<file path="src/rtl/fifo_pkg.sv">
// rtl/fifo_pkg.sv - shared sizing helpers and threshold legality check for the FIFO
// Purpose: width/depth helpers used by sync_fifo_flags to size pointers and count,
//          plus the elaboration-time legality test for the almost-full/empty levels.
package fifo_pkg;

  localparam int DEF_ADDRWIDTH = 3;

  // Ceiling log2; value 1 yields 0.
  function automatic int fifo_clog2(input int value);
    int r;
    r = 0;
    while ((1 << r) < value) r++;
    return r;
  endfunction

  function automatic int fifo_depth(input int addrwidth);
    return 1 << addrwidth;
  endfunction

  localparam int DEPTH = fifo_depth(DEF_ADDRWIDTH);

  // almost_full level may reach DEPTH; almost_empty level must stay below it.
  function automatic bit thresh_legal(input int afull, input int aempty, input int depth);
    return (afull >= 0) && (afull <= depth) && (aempty >= 0) && (aempty < depth);
  endfunction

endpackage

</file>
<file path="src/rtl/dual_port_ram.sv">
// rtl/dual_port_ram.sv - simple dual-port RAM, synchronous write, combinational read
// Purpose: FIFO storage array.
// Ports:
//   i_wclk   write clock
//   i_we     write enable
//   i_waddr  write address
//   i_wdata  write data
//   i_raddr  read address
//   o_rdata  read data (combinational from i_raddr)
module dual_port_ram #(
  parameter int DATAWIDTH = 8,
  parameter int ADDRWIDTH = 3
) (
  input  logic                 i_wclk,
  input  logic                 i_we,
  input  logic [ADDRWIDTH-1:0] i_waddr,
  input  logic [DATAWIDTH-1:0] i_wdata,
  input  logic [ADDRWIDTH-1:0] i_raddr,
  output logic [DATAWIDTH-1:0] o_rdata
);

  logic [DATAWIDTH-1:0] r_mem [0:(1<<ADDRWIDTH)-1];

  always_ff @(posedge i_wclk) begin
    if (i_we) r_mem[i_waddr] <= i_wdata;
  end

  assign o_rdata = r_mem[i_raddr];

endmodule

</file>
<file path="src/rtl/sync_fifo_flags.sv">
// rtl/sync_fifo_flags.sv - single-clock FIFO with fill count, almost flags and error pulses
// Purpose: same-domain FIFO, depth 2**ADDRWIDTH, registered flags.
// Optional macro SYNC_FIFO_FWFT_EN: first-word-fall-through read (DataOut shows head word).
// Ports:
//   clk, rst_n    clock, asynchronous active-low reset
//   wenable       write request;  DataIn write data
//   full          count == DEPTH; almost_full count >= AFULL_THRESH
//   overflow      one-cycle pulse, write attempted while full
//   renable       read request / pop; DataOut read data
//   empty         count == 0;     almost_empty count <= AEMPTY_THRESH
//   underflow     one-cycle pulse, read attempted while empty
//   count         occupancy 0..DEPTH
module sync_fifo_flags
  import fifo_pkg::*;
#(
  parameter int DATAWIDTH     = 8,
  parameter int ADDRWIDTH     = 3,
  parameter int AFULL_THRESH  = 6,
  parameter int AEMPTY_THRESH = 1
) (
  input  logic                 clk,
  input  logic                 rst_n,
  input  logic                 wenable,
  input  logic [DATAWIDTH-1:0] DataIn,
  output logic                 full,
  output logic                 almost_full,
  output logic                 overflow,
  input  logic                 renable,
  output logic [DATAWIDTH-1:0] DataOut,
  output logic                 empty,
  output logic                 almost_empty,
  output logic                 underflow,
  output logic [ADDRWIDTH:0]   count
);

  localparam int FIFO_DEPTH = fifo_depth(ADDRWIDTH);
  // Count must hold 0..DEPTH inclusive, which is also the wrap-bit pointer width.
  localparam int PTR_W      = fifo_clog2(FIFO_DEPTH + 1);

  localparam logic [PTR_W-1:0] CNT_FULL = PTR_W'(FIFO_DEPTH);
  localparam logic [PTR_W-1:0] AF_LVL   = PTR_W'(AFULL_THRESH);
  localparam logic [PTR_W-1:0] AE_LVL   = PTR_W'(AEMPTY_THRESH);
  localparam logic             AF_RST   = (AFULL_THRESH == 0);

  if (!thresh_legal(AFULL_THRESH, AEMPTY_THRESH, FIFO_DEPTH)) begin : g_bad_thresh
    $error("sync_fifo_flags: AFULL_THRESH must be <= DEPTH and AEMPTY_THRESH < DEPTH");
  end

  logic [PTR_W-1:0]     r_wptr;
  logic [PTR_W-1:0]     r_rptr;
  logic [PTR_W-1:0]     r_count;
  logic                 r_full;
  logic                 r_empty;
  logic                 r_afull;
  logic                 r_aempty;
  logic                 r_ovf;
  logic                 r_unf;

  logic                 w_wacc;
  logic                 w_racc;
  logic [PTR_W-1:0]     w_count_nxt;
  logic [DATAWIDTH-1:0] w_rdata;

  // Accepts use only registered flags, so a write at full is dropped even when a
  // read pops in the same cycle.
  assign w_wacc      = wenable & ~r_full;
  assign w_racc      = renable & ~r_empty;
  assign w_count_nxt = r_count + {{(PTR_W-1){1'b0}}, w_wacc} - {{(PTR_W-1){1'b0}}, w_racc};

  always_ff @(posedge clk or negedge rst_n) begin
    if (!rst_n) begin
      r_wptr   <= '0;
      r_rptr   <= '0;
      r_count  <= '0;
      r_full   <= 1'b0;
      r_empty  <= 1'b1;
      r_afull  <= AF_RST;
      r_aempty <= 1'b1;
      r_ovf    <= 1'b0;
      r_unf    <= 1'b0;
    end else begin
      if (w_wacc) r_wptr <= r_wptr + PTR_W'(1);
      if (w_racc) r_rptr <= r_rptr + PTR_W'(1);
      // Flags derive from the next count so they move together with count.
      r_count  <= w_count_nxt;
      r_full   <= (w_count_nxt == CNT_FULL);
      r_empty  <= (w_count_nxt == '0);
      r_afull  <= (w_count_nxt >= AF_LVL);
      r_aempty <= (w_count_nxt <= AE_LVL);
      r_ovf    <= wenable & r_full;
      r_unf    <= renable & r_empty;
    end
  end

  dual_port_ram #(
    .DATAWIDTH (DATAWIDTH),
    .ADDRWIDTH (ADDRWIDTH)
  ) u_ram (
    .i_wclk  (clk),
    .i_we    (w_wacc),
    .i_waddr (r_wptr[ADDRWIDTH-1:0]),
    .i_wdata (DataIn),
    .i_raddr (r_rptr[ADDRWIDTH-1:0]),
    .o_rdata (w_rdata)
  );

`ifdef SYNC_FIFO_FWFT_EN
  // Head word is presented directly; it is meaningful only while empty is low.
  assign DataOut = w_rdata;
`else
  logic [DATAWIDTH-1:0] r_dout;

  always_ff @(posedge clk or negedge rst_n) begin
    if (!rst_n)      r_dout <= '0;
    else if (w_racc) r_dout <= w_rdata;
  end

  assign DataOut = r_dout;
`endif

  assign full         = r_full;
  assign almost_full  = r_afull;
  assign overflow     = r_ovf;
  assign empty        = r_empty;
  assign almost_empty = r_aempty;
  assign underflow    = r_unf;
  assign count        = r_count;

endmodule

</file>
<file path="config.mk">
export PLATFORM = sky130hd
export DESIGN_NAME = sync_fifo_flags
export DESIGN_NICKNAME = d
export VERILOG_FILES = /design/src/rtl/fifo_pkg.sv /design/src/rtl/dual_port_ram.sv /design/src/rtl/sync_fifo_flags.sv
export SDC_FILE = /design/constraint.sdc
export NUM_CORES = 1
export LEC_CHECK = 0
export ABC_CLOCK_PERIOD_IN_PS = 3600
export CORE_ASPECT_RATIO = 1.75
export CORE_UTILIZATION = 61
export CTS_CLUSTER_SIZE = 10
export DETAILED_ROUTE_END_ITERATION = 6
export GPL_ROUTABILITY_DRIVEN = 0
export HOLD_SLACK_MARGIN = 0.15
export PLACE_DENSITY = 0.84
export SKIP_CTS_REPAIR_TIMING = 1
export SLEW_MARGIN = 20
export SYNTH_ARGS = -nofsm -noshare
export SYNTH_HDL_FRONTEND = slang
export SYNTH_HIERARCHICAL = 1
export SYNTH_SLANG_ARGS = --single-unit
</file>
<file path="constraint.sdc">
create_clock -name clk -period 3.6 [get_ports clk]
set_clock_uncertainty 0.05 [all_clocks]
set_input_delay 0.72 -clock clk [delete_from_list [all_inputs] [get_ports clk]]
set_output_delay 0.72 -clock clk [all_outputs]
set_load 0.05 [all_outputs]
</file>
# Word-level counts from Yosys, hierarchy flattened

Memories as Yosys holds them, arrays and structs flattened. A register that Yosys moved wholly into a read port is not among the register bits.
Cells that the tools add are included.

Memories kept: 1
Logic and storage cells: 27
Output and inout bits: 18
Bits in registers: 18
RAM bits: 64

Order comparisons: 2
Reduce and logical (&&, ||, !) cells: 2
Multiplexer cells: 2
Equal/unequal tests: 1
Add/subtract/negate cells: 4
Bitwise logic cells: 6

Memory list:

| name        | words | width | rd ports | clocked after Yosys merged registers in | write ports | line                | source |
|---|---|---|---|---|---|---|---|
| u_ram.r_mem | 8     | 8     | 1        | 1                                       | 1           | dual_port_ram.sv:22 | `logic [DATAWIDTH-1:0] r_mem [0:(1<<ADDRWIDTH)-1];` |

Operators with widths:

| kind                                                                  | count |
|---|---|
| 4-bit by 1-bit adder with 4-bit output, second input constant         | 2 |
| 4-bit by 1-bit adder with 4-bit output                                | 1 |
| 1-bit AND                                                             | 4 |
| 4-bit equality test, second input constant                            | 1 |
| 4-bit by 3-bit >= comparator with 1-bit output, second input constant | 1 |
| 4-bit by 1-bit <= comparator with 1-bit output, second input constant | 1 |
| 4-bit logical NOT                                                     | 1 |
| 4-bit by 1-bit subtractor with 4-bit output                           | 1 |
| 1-bit 2-to-1 mux                                                      | 2 |
| 1-bit inverter                                                        | 2 |
| 1-bit logical NOT                                                     | 1 |

# Longest topological paths before layout

Word-level depth: 5
Depth in mapped cells: 11
Depth with buffers taken out: 10

# Modules after synthesis

The synthesis kept the hierarchy.

Modules (own cells, without submodules):

| module          | instances | area each (sq um) | cells an instance | sequential area each (sq um) |
|---|---|---|---|---|
| dual_port_ram   | 1         | 2,531.2           | 106               | 1,921.8 |
| sync_fifo_flags | 1         | 1,063.5           | 78                | 603.1 |

# Least setup slack after synthesis

OpenSTA, ideal clock, no wires.

Kind: input to register
From: input port wenable
To: register r_full (netlist: full)
Path buffers: 1
Arrival time: 2,367 ps
Cell stages on the path: 11
Data required time: 3,464 ps
Setup time: 86 ps
Setup slack: 1,097 ps
Cells stage by stage: nor2b_1 > buf_2 > inv_1 > ha_1 > inv_1 > ha_1 > inv_1 > fa_1 > xor2_2 > nand3b_1 > nor3_1

Longest elaborated chain between the ends: 4

Ends and longest elaborated chain:

| element                                     | line                  | source |
|---|---|---|
| from (decl)                                 | sync_fifo_flags.sv:23 | `input logic wenable,` |
| 1-bit AND                                   | sync_fifo_flags.sv:66 | `assign w_wacc = wenable & ~r_full;` |
| via w_wacc                                  | sync_fifo_flags.sv:59 | `logic w_wacc;` |
| 4-bit by 1-bit adder with 4-bit output      | sync_fifo_flags.sv:68 | `assign w_count_nxt = r_count + {{(PTR_W-1){1'b0}}, w_wacc} - {{(PTR_W-1){1'b0}}, w_racc};` |
| 4-bit by 1-bit subtractor with 4-bit output | sync_fifo_flags.sv:68 |  |
| 4-bit equality test                         | sync_fifo_flags.sv:86 | `r_full <= (w_count_nxt == CNT_FULL);` |
| to (signal assigned)                        | sync_fifo_flags.sv:86 |  |
| to (decl)                                   | sync_fifo_flags.sv:52 | `logic r_full;` |

The timed path passes the listed nets, and every way through them passes these cells.
A chain may end at the register's enable or synchronous reset.

# Worst setup path in the final report

From: input port wenable
To: register r_full (netlist: full)

Longest elaborated chain between the ends: 4

Ends and longest elaborated chain:

| element                                     | line |
|---|---|
| 1-bit AND                                   | sync_fifo_flags.sv:66 |
| 4-bit by 1-bit adder with 4-bit output      | sync_fifo_flags.sv:68 |
| 4-bit by 1-bit subtractor with 4-bit output | sync_fifo_flags.sv:68 |
| 4-bit equality test                         | sync_fifo_flags.sv:86 |

Every way passes these cells.

==> impl_metrics.py <==
metrics = {
    "status": {
        "status": "finished clean",
    },
    "timing": {
        "tightest_slew_ns": 0.931,
        "timing.final.ws_setup_ns": 0.970,
        "hold_viol": 0,
        "tns_ns": 0,
        "slew-limit-headroom_pct": 37.9,
        "rsz0062_at_grt": "false",
        "max_freq_mhz": 380,
        "post-route-period-util_pct": 73.1,
        "finalCriticalPeriod_ns": 2.63,
        "setup_viol": 0,
        "maxSlewViolCount": 0,
    },
    "logic_synthesis": {
        "ys_seq_area_share_pct": 70.2,
        "yosysWarningCount": 6,
        "ys_types": 34,
        "synth_area_um2": 3590,
        "syn_nets": 203,
        "synth_edf_count": 64,
        "syn_inst": 184,
        "synth_area_leader_cell": "edfxtp_1",
        "synth-seq-cells": 88,
        "synthArstFlopShare_pct": 27.3,
        "avgSynthCellArea_um2": 19.5,
        "synth_flop_cell": "edfxtp_1",
        "synth.area.top_cells": "edfxtp_1, dfrtp_1, mux4_1, mux2_2, ha_1",
        "netlist.area_leader.share_pct": 53.5,
    },
    "cts": {
        "cts_tree": "built",
        "cts_buffer_depth": 2,
        "numCtsBuffers": 9,
        "clk_pin_slew_ns": 0.08,
        "cts_sinks": 88,
        "clockRootBuffer": "clkbuf_8",
        "worst_skew_pair.late_latency_ns": 0.36,
        "htree_levels": 3,
    },
    "floorplanning": {
        "ios": 30,
        "core_um2": 5630,
        "start_util_pct": 63.8,
        "dieWidth_um": 60.0,
        "fp.dieArea_um2": 6220,
        "die_h_um": 104,
        "fp-row-count": 36,
    },
    "critical_path": {
        "cp-end-kind": "flop",
        "rr_worst_depth": 3,
        "r2r_end": "DataOut[1]",
        "worst_path_most_repeated_cell": "inv_1",
        "crit_arrival_ns": 2.86,
        "reg2reg_from": "r_rptr[0]",
        "critical-path-slowest-cell": "clkdlybuf4s50_1",
        "crit_path_max_incr_delay_ns": 0.46,
        "critPathKind": "in2reg",
        "rrSetupSlack_ns": 1.26,
        "critPathLaunchType": "primary input",
        "cp_cell_sequence": "clkdlybuf4s50_1 -> nor2b_1 -> inv_1 -> ha_1 -> inv_1 -> ha_1 -> inv_1 -> fa_1 -> xor2_2 -> nand3b_1 -> nor3_1",
        "crit_fanout": 3,
        "worstPathRequired_ns": 3.83,
    },
    "global_route": {
        "grt_pass1_wl_mm": 9.39,
        "grt_pass1_vias": 1839,
        "grt_max_degree": 25,
        "antenna_found_initial": 0,
        "grt_overflow_total": 0,
        "grt_use_total_pct": 22.1,
    },
    "route": {
        "dr.first_iter.drc_count": 109,
        "post-route-drc-count": 0,
        "routed_via_density": 5.69,
        "firstDrtPassIters": 4,
        "routed_wl_mm": 5.91,
        "ant_nets": 0,
        "dr_total_vias": 1753,
        "wire_per_inst_um": 19.2,
    },
    "power_and_ir_drop": {
        "ir_drop_mv": 0.444,
        "powerDensity_nw_per_um2": 868,
        "power_mw": 3.67,
        "leakagePower_nw": 1.57,
    },
    "cells_and_area": {
        "final_area_um2": 4230,
        "antenna_cells": 0,
        "fill_cells": 337,
        "drive_gt1_share_pct": 22.0,
        "syn_to_final_growth_pct": 17.7,
        "fin_nets": 246,
    },
    "placed_design": {
        "dp_slack_ns": 0.566,
        "io_buffer_count": 29,
        "placed_cell_area_um2": 4000,
        "dp_hpwl_mm": 4.00,
    },
    "min_path": {
        "hold_class": "in2async",
    },
    "run": {
        "cap_viol_max_count": 0,
    },
}
## placed cells by master (no fill, tap or decap), drive strengths merged, types with 4 or more instances in the layout
cell	netlist	final
dfrtp	22	22
nor2	7	7
inv	8	10
mux4	16	16
buf	6	11
nor3	4	4
ha	6	6
xor2	4	4
clkdlybuf4s50	0	28
nand2	4	4
mux2	18	18
edfxtp	64	64
clkbuf	1	9
## area by class of cell
cell class	instances	area, µm²	area share (%)
clock inverters	7	118	2.78
multi-input cells	81	980	23.2
repair buffers	39	360	8.52
well taps	76	95.1	2.25
inverters	8	30.0	0.710
flip-flops and latches	88	2520	59.7
clock buffers	9	124	2.93
## logic make-up after synthesis
logic type | Yosys count | synth area share (%)
DFF | 88 | 70.2
and+or+nand+nor | 26 | 4.07
buffers and inverters | 15 | 2.51
adders and majority gates | 7 | 2.65
AOI/OAI and AO/OA | 7 | 1.39
muxes | 34 | 17.2
xor gates and xnor gates | 7 | 1.91
## worst max path at each step
stage             from    end  slack [ns]  cells after the start
2_1_floorplan  wenable   full        1.10                     11
3_3_place_gp   wenable   full        0.63                     11
3_5_place_dp   wenable  empty        0.57                     11
4_1_cts        wenable  empty        0.94                     11
5_1_grt        wenable  empty        0.80                     11
6_report       wenable   full        0.97                     11
## state kept, by name (all words and copies together), names as in the netlist
signal        flops
u_ram/r_mem      64
DataOut           8
count             4
r_rptr            3
r_wptr            3
almost_empty      1
almost_full       1
empty             1
full              1
overflow          1
underflow         1
## cell usage after synthesis (all sizes together) (2+ instances only)
cell and n:
nand2b 3, xnor2 3, and2 2, dfstp 2, nor3 4, nor2 7
mux4 16, edfxtp 64, ha 6, inv 8, a21oi 3, dfrtp 22
nand2 4, nor2b 2, xor2 4, nand3 2, mux2 18, buf 6
## power breakdown
| group | internal (mW) | switching (mW) | total, mW |
|---|---|---|---|
| Combinational | 0.616 | 0.717 | 1.33 |
| Sequential | 1.32 | 0.213 | 1.54 |
| Clock | 0.463 | 0.342 | 0.805 |
## per-stage QoR
step | instances | util [%] | hold WS (ns)
3_3_place_gp | 292 | 71.0 | 0.418
5_1_grt | 308 | 75.2 | 0.331
6_report | 308 | 75.2 | 0.295
2_1_floorplan | 184 | - | 0.374
3_5_place_dp | 292 | 71.0 | 0.432
4_1_cts | 308 | 75.2 | 0.451
## critical path, delay by kind of cell
family                   cells  cell delay, ns
XOR/XNOR                     1            0.22
adder cells (fa/ha/maj)      3            0.86
buffers and inverters        4            0.64
AND/OR/NAND/NOR              3            0.42
## routing by layer
metal	GRT usage (%)	vias to the layer above	wire length (µm)
li1	-	806	-
met1	26.4	885	2280
met2	37.4	48	3280
met3	4.99	14	200
met4	8.97	0	152
met5	0	-	0
(Power assumes the default switching activity.)
